[src/rtl/rf_dump_pkg.sv]
// rtl/rf_dump_pkg.sv - shared types and defaults for the register-file dump engine
// RF_DUMP_SUM_EN adds the trailing checksum state.
package rf_dump_pkg;

    localparam int RF_NUM_REGS = 32;
    localparam int RF_ADDR_W   = 5;
    localparam int RF_DATA_W   = 32;

    typedef enum logic [2:0] {
        ST_IDLE,
        ST_READ,
        ST_SEND,
`ifdef RF_DUMP_SUM_EN
        ST_SUM,
`endif
        ST_DONE
    } rf_dump_state_t;

    // Cycles spanned from the start cycle to the done_o cycle, both inclusive, with ready held high.
    function automatic int rf_dump_cycles(input int num_regs, input bit sum_en);
        return 2 * num_regs + 2 + (sum_en ? 1 : 0);
    endfunction

endpackage

[src/rtl/rf_dump.sv]
// rtl/rf_dump.sv - sweeps the register file through a spare read port and streams it out
// RF_DUMP_SUM_EN appends a modulo-2^DATA_W checksum word carrying m_last_o.
module rf_dump
    import rf_dump_pkg::*;
#(
    parameter int NUM_REGS = RF_NUM_REGS,
    parameter int ADDR_W   = RF_ADDR_W,
    parameter int DATA_W   = RF_DATA_W
) (
    input  logic              clk_i,
    input  logic              rst_i,
    input  logic              start_i,
    output logic              busy_o,
    output logic              done_o,
    output logic [ADDR_W-1:0] rf_read_addr_o,
    input  logic [DATA_W-1:0] rf_read_data_i,
    output logic              m_valid_o,
    input  logic              m_ready_i,
    output logic [DATA_W-1:0] m_data_o,
    output logic [ADDR_W-1:0] m_addr_o,
    output logic              m_last_o
);

    localparam logic [ADDR_W-1:0] LAST_ADDR = ADDR_W'(NUM_REGS - 1);

    rf_dump_state_t    state_q, state_d;
    logic [ADDR_W-1:0] cnt_q;
    logic [ADDR_W-1:0] rd_addr_q;
    logic [ADDR_W-1:0] m_addr_q;
    logic [DATA_W-1:0] m_data_q;
    logic              is_last;

    assign is_last        = (cnt_q == LAST_ADDR);
    assign rf_read_addr_o = rd_addr_q;
    assign m_addr_o       = m_addr_q;

    // The read address is loaded with the value the counter takes on entering READ,
    // so the port sees a registered, glitch-free address for the whole READ cycle.
    always_ff @(posedge clk_i) begin
        if (rst_i) begin
            state_q   <= ST_IDLE;
            cnt_q     <= '0;
            rd_addr_q <= '0;
            m_addr_q  <= '0;
            m_data_q  <= '0;
        end else begin
            state_q <= state_d;
            case (state_q)
                ST_IDLE: begin
                    if (start_i) begin
                        cnt_q     <= '0;
                        rd_addr_q <= '0;
                    end
                end
                ST_READ: begin
                    m_data_q <= rf_read_data_i;
                    m_addr_q <= cnt_q;
                end
                ST_SEND: begin
                    if (m_ready_i && !is_last) begin
                        cnt_q     <= cnt_q + 1'b1;
                        rd_addr_q <= cnt_q + 1'b1;
                    end
                end
                default: ;
            endcase
        end
    end

`ifdef RF_DUMP_SUM_EN
    localparam rf_dump_state_t AFTER_LAST = ST_SUM;

    logic [DATA_W-1:0] sum_q;

    always_ff @(posedge clk_i) begin
        if (rst_i || (state_q == ST_IDLE && start_i)) begin
            sum_q <= '0;
        end else if (state_q == ST_SEND && m_ready_i) begin
            sum_q <= sum_q + m_data_q;
        end
    end

    assign m_data_o = (state_q == ST_SUM) ? sum_q : m_data_q;
    assign m_last_o = (state_q == ST_SUM);
`else
    localparam rf_dump_state_t AFTER_LAST = ST_DONE;

    assign m_data_o = m_data_q;
    assign m_last_o = (state_q == ST_SEND) && is_last;
`endif

    always_comb begin
        state_d   = state_q;
        m_valid_o = 1'b0;
        done_o    = 1'b0;
        busy_o    = (state_q != ST_IDLE);
        case (state_q)
            ST_IDLE: begin
                if (start_i) state_d = ST_READ;
            end
            ST_READ: begin
                state_d = ST_SEND;
            end
            ST_SEND: begin
                m_valid_o = 1'b1;
                if (m_ready_i) state_d = is_last ? AFTER_LAST : ST_READ;
            end
`ifdef RF_DUMP_SUM_EN
            ST_SUM: begin
                m_valid_o = 1'b1;
                if (m_ready_i) state_d = ST_DONE;
            end
`endif
            ST_DONE: begin
                done_o  = 1'b1;
                state_d = ST_IDLE;
            end
            default: begin
                state_d = ST_IDLE;
            end
        endcase
    end

endmodule

[config.mk]
export PLATFORM = sky130hd
export DESIGN_NAME = rf_dump
export DESIGN_NICKNAME = d
export VERILOG_FILES = /design/src/rtl/rf_dump_pkg.sv /design/src/rtl/rf_dump.sv
export SDC_FILE = /design/constraint.sdc
export NUM_CORES = 1
export LEC_CHECK = 0
export CORE_UTILIZATION = 30
export CTS_CLUSTER_DIAMETER = 200
export CTS_CLUSTER_SIZE = 12
export DETAILED_ROUTE_END_ITERATION = 12
export PLACE_DENSITY = 0.7
export SKIP_LAST_GASP = 1
export SLEW_MARGIN = 15
export SYNTH_ARGS = -nofsm -noshare
export SYNTH_HDL_FRONTEND = slang
export SYNTH_SLANG_ARGS = --single-unit
[constraint.sdc]
create_clock -name clk_i -period 3.6 [get_ports clk_i]
set_input_delay 0.36 -clock clk_i [delete_from_list [all_inputs] [get_ports clk_i]]
set_output_delay 0.36 -clock clk_i [all_outputs]
set_load 0.05 [all_outputs]
Word-level counts from Yosys, hierarchy flattened
Cells that the tools add are included.
- flip-flop bits (word level): 45
- output and inout port bits: 46
- add/sub/neg operators: 1
- eq/ne operators: 7
- mux-type cells: 9
- reduce and logical (&&, ||, !) cells: 8
- operators with widths (kind ; number):
    2-to-1 mux 5 bit ; 2
    one-hot mux 5 bit (2 select lines) ; 1
    one-hot mux 3 bit (3 select lines) ; 1
    == test 3 x 2 -> 1 bit (second input constant) ; 2
    2-to-1 mux 3 bit ; 2
    inequality test 2 bit (second input constant) ; 3
    adder 5 x 1 -> 5 bit (second input constant) ; 1
    == test 5 bit (second input constant) ; 1
    == test 3 x 1 -> 1 bit (second input constant) ; 1
    zero test 3 bit ; 1
    AND reduction 3 bit ; 1
    nonzero test 3 bit ; 1
    logical AND 1 bit ; 2
    2-to-1 mux 1 bit ; 2
    2-to-1 mux 2 bit ; 1
    AND reduction 2 bit ; 1
    nonzero test 2 bit ; 1
    zero test 1 bit ; 1

Longest topological paths before layout
- word-level depth: 5
- gate-level depth with buffers: 6
- mapped depth without buffers: 6

Worst setup path before layout
No wires, ideal clock.
- path kind: reg2out
- start point: register state_q[1]
- end point: output m_last_o
- arrival time: 1765 ps
- required time: 3240 ps
- slack: 1475 ps
- cell stages (with the launch flop): 4
- path buffers: 1
- cells stage by stage: dfxtp_1 -> buf_4 -> nor2b_1 -> and2_1
- word-level cells in the longest chain between the ends: 2
- RTL lines (item ; RTL line ; text):
    start: declaration ; rf_dump.sv:26 ; rf_dump_state_t state_q, state_d;
    start signal: assignment ; rf_dump.sv:47 ; state_q <= state_d;
    == test 3 x 2 -> 1 bit ; rf_dump.sv:89 ; assign m_last_o = (state_q == ST_SEND) && is_last;
    logical AND 1 bit ; rf_dump.sv:89 ;
    end: declaration ; rf_dump.sv:21 ; output logic m_last_o
Every way passes these cells.

==> flow_metrics.env <==
export IMPL_hold_depth=2
export IMPL_crit_fanout=6
export IMPL_synthTopCellsByArea="dfxtp_1 53%, nand2_1 18%, a21oi_1 12%"
export IMPL_wl_met1_mm=1.83
export IMPL_clockBufferDepth=2
export IMPL_core_mm2=0.00520
export IMPL_grt_usage=0.138
export IMPL_async_reset_ff_frac=0
export IMPL_end_kind="primary output"
export IMPL_cpMostUsedCell="ha_1"
export IMPL_wl_mm=3.83
export IMPL_critPathLaunch="rf_read_addr_o[1]"
export IMPL_max_stage_delay_ns=0.79
export IMPL_synth_compound_area_frac=0.152
export IMPL_grt_overflow=0
export IMPL_fin_crit_ns=2.60
export IMPL_finalHoldViolCount=0
export IMPL_clk_pin_slew_worst_paths_ns=0.07
export IMPL_cts_tree="yes"
export IMPL_synthXorXnorAreaFrac=0
export IMPL_worst_r2r_cell_count=6
export IMPL_fin_util=0.490
export IMPL_hold_path_class="reg2reg"
export IMPL_die_w_um=76.1
export IMPL_grt_max_degree=45
export IMPL_ys_warn_count=0
export IMPL_tns_ns=0
export IMPL_startpoint_type="flop"
export IMPL_wire_per_inst_um=11.1
export IMPL_num_rows=26
export IMPL_drv_slew=0
export IMPL_drt_iter0_drc=56
export IMPL_worst_slew_pin_slew_ns=0.819
export IMPL_first_pass_iters=4
export IMPL_num_vias=1567
export IMPL_post_route_drc_count=0
export IMPL_synth_mux_area_frac=0.00608
export IMPL_cp_arrival_ns=2.24
export IMPL_root_buffer="clkbuf_8"
export IMPL_avgSynthCellArea_um2=8.15
export IMPL_die_y_um=76.1
export IMPL_dpl_hpwl_mm=2.58
export IMPL_syn_instance_count=202
export IMPL_netlist_area_mm2=0.00165
export IMPL_antennaDiodeCount=0
export IMPL_cap_violations=0
export IMPL_cts_buffers_inserted=5
export IMPL_leakage_uw=0.000891
export IMPL_wl_met3_um=247
export IMPL_route_met2_wl_mm=1.69
export IMPL_grt_pass1_wl_mm=6.42
export IMPL_postRouteAntennaNets=0
export IMPL_cellPowerDensity_mw_per_mm2=395
export IMPL_synth_edf_count=0
export IMPL_synthSimpleGateAreaFrac=0.242
export IMPL_portBuffers=81
export IMPL_crit_type="reg2out"
export IMPL_htree_levels=2
export IMPL_synthAdderAreaFrac=0.0152
export IMPL_period_share=0.722
export IMPL_synth_top_family_by_area="simple AND/OR/NAND/NOR gates"
export IMPL_fmax_mhz=385
export IMPL_synth_top_area_frac=0.535
export IMPL_setup_violations=0
export IMPL_cp_cell_sequence="ha_1 > and3_1 > ha_1 > and2_1 > clkdlybuf4s50_1"
export IMPL_clkSinkCount=44
export IMPL_max_slew_margin_rel=0.454
export IMPL_fin_worst_skew_ns=0.00542
export IMPL_yosys_top_cells_count="78 x nand2_1, 44 x dfxtp_1, 41 x a21oi_1"
export IMPL_clk_latency_ns=0.29
export IMPL_num_io_pins=82
export IMPL_rsz0062_at_grt="false"
export IMPL_max_vdd_ir_drop_v=0.000245
export IMPL_synthFlopType="dfxtp_1"
export IMPL_place_gp_congestion=0.828
export IMPL_synth_seq_cells=44
export IMPL_drive_gt1_frac=0.0399
export IMPL_nNetsFinal=316
export IMPL_viasPerCell=4.53
export IMPL_ctsHoldBuffers=0
export IMPL_synth_cell_type_count=25
export IMPL_antenna_found_initial=0
export IMPL_status="completed"
export IMPL_hold_slack_ns=0.454
export IMPL_syn_nets=240
export IMPL_r2r_start="rf_read_addr_o[0]"
export IMPL_highest_signal_layer="met4"
export IMPL_synth_top_area_cell="dfxtp_1"
export IMPL_cp_required_ns=3.24
export IMPL_cts_repair_resized=0
export IMPL_grt_pass1_vias=1419
export IMPL_initial_core_util=0.316
export IMPL_post_cts_buffers=0
export IMPL_hp_start="m_data_o[14]"
export IMPL_die_area_mm2=0.00579
export IMPL_synth_seq_area_share=0.535
export IMPL_synth_most_common_cell="nand2_1"
export IMPL_area_growth_pct=54.8
export IMPL_crit_slowest_cell="clkdlybuf4s50_1"
-- worst paths after layout --
path              slack (ns)                 to
hold reg to reg         0.45       m_data_o[14]
setup / recovery        1.00           m_last_o
hold / removal          0.45       m_data_o[14]
setup reg to reg        1.72  rf_read_addr_o[3]
-- power by group --
part           internal [uW]  switching (uW)  leakage, uW
registers                508            12.4     0.000358
clock network            125             144    0.0000359
logic                   86.4             131     0.000498
total                    719             288     0.000891
-- area by class of cell --
type / count / area, um2
multi-input combinational: 143 / 687
fill: 540 / 2660
clock buffer: 5 / 68.8
inverter: 1 / 3.75
tap: 70 / 87.6
timing repair buffer: 83 / 821
sequential: 44 / 881
-- cell families after synthesis --
group / count (synthesis)
adder cells (fa/ha/maj): 2
AND/OR/NAND/NOR: 94
multiplexers: 1
buffers and inverters: 15
AO/OA/AOI/OAI: 46
flip-flops: 44
-- layout by cell type, fill, tap and decap left out, types with 2 or more instances in the layout --
cell type and n:
a21oi_1 41, and2_1 2, buf_4 2, clkbuf_8 5, clkdlybuf4s50_1 80, dfxtp_1 44
ha_1 2, nand2_1 78, nand2b_1 2, nand3_1 3
-- critical path, delay by kind of cell (launching register included) --
kind | cells | cell delay, ns
buffers and inverters | 1 | 0.79
DFF | 1 | 0.43
adders and majority gates | 2 | 0.41
and+or+nand+nor | 2 | 0.31
-- registers in the layout (all words and copies together) (netlist names) --
name / count
rf_read_addr_o: 5
state_q: 2
m_addr_o: 5
m_data_o: 32
-- layer usage --
layer / vias up / track usage
met5: - / 0
met4: 0 / 0.0635
met3: 7 / 0.0407
met2: 50 / 0.224
met1: 701 / 0.170
li1: 809 / -
-- stage by stage --
step / instances / total power, uW / instance area (um2) / setup slack [ns]
after detailed placement: 341 / 751 / 2480 / 1.32
after global routing: 346 / 1060 / 2550 / 0.863
after floorplan: 202 / 664 / 1650 / 1.48
final: 346 / 1010 / 2550 / 1.00
after global placement: 341 / 750 / 2480 / 1.36
after CTS: 346 / 1030 / 2550 / 0.985
Note: power is estimated with default switching activity, not from simulation.
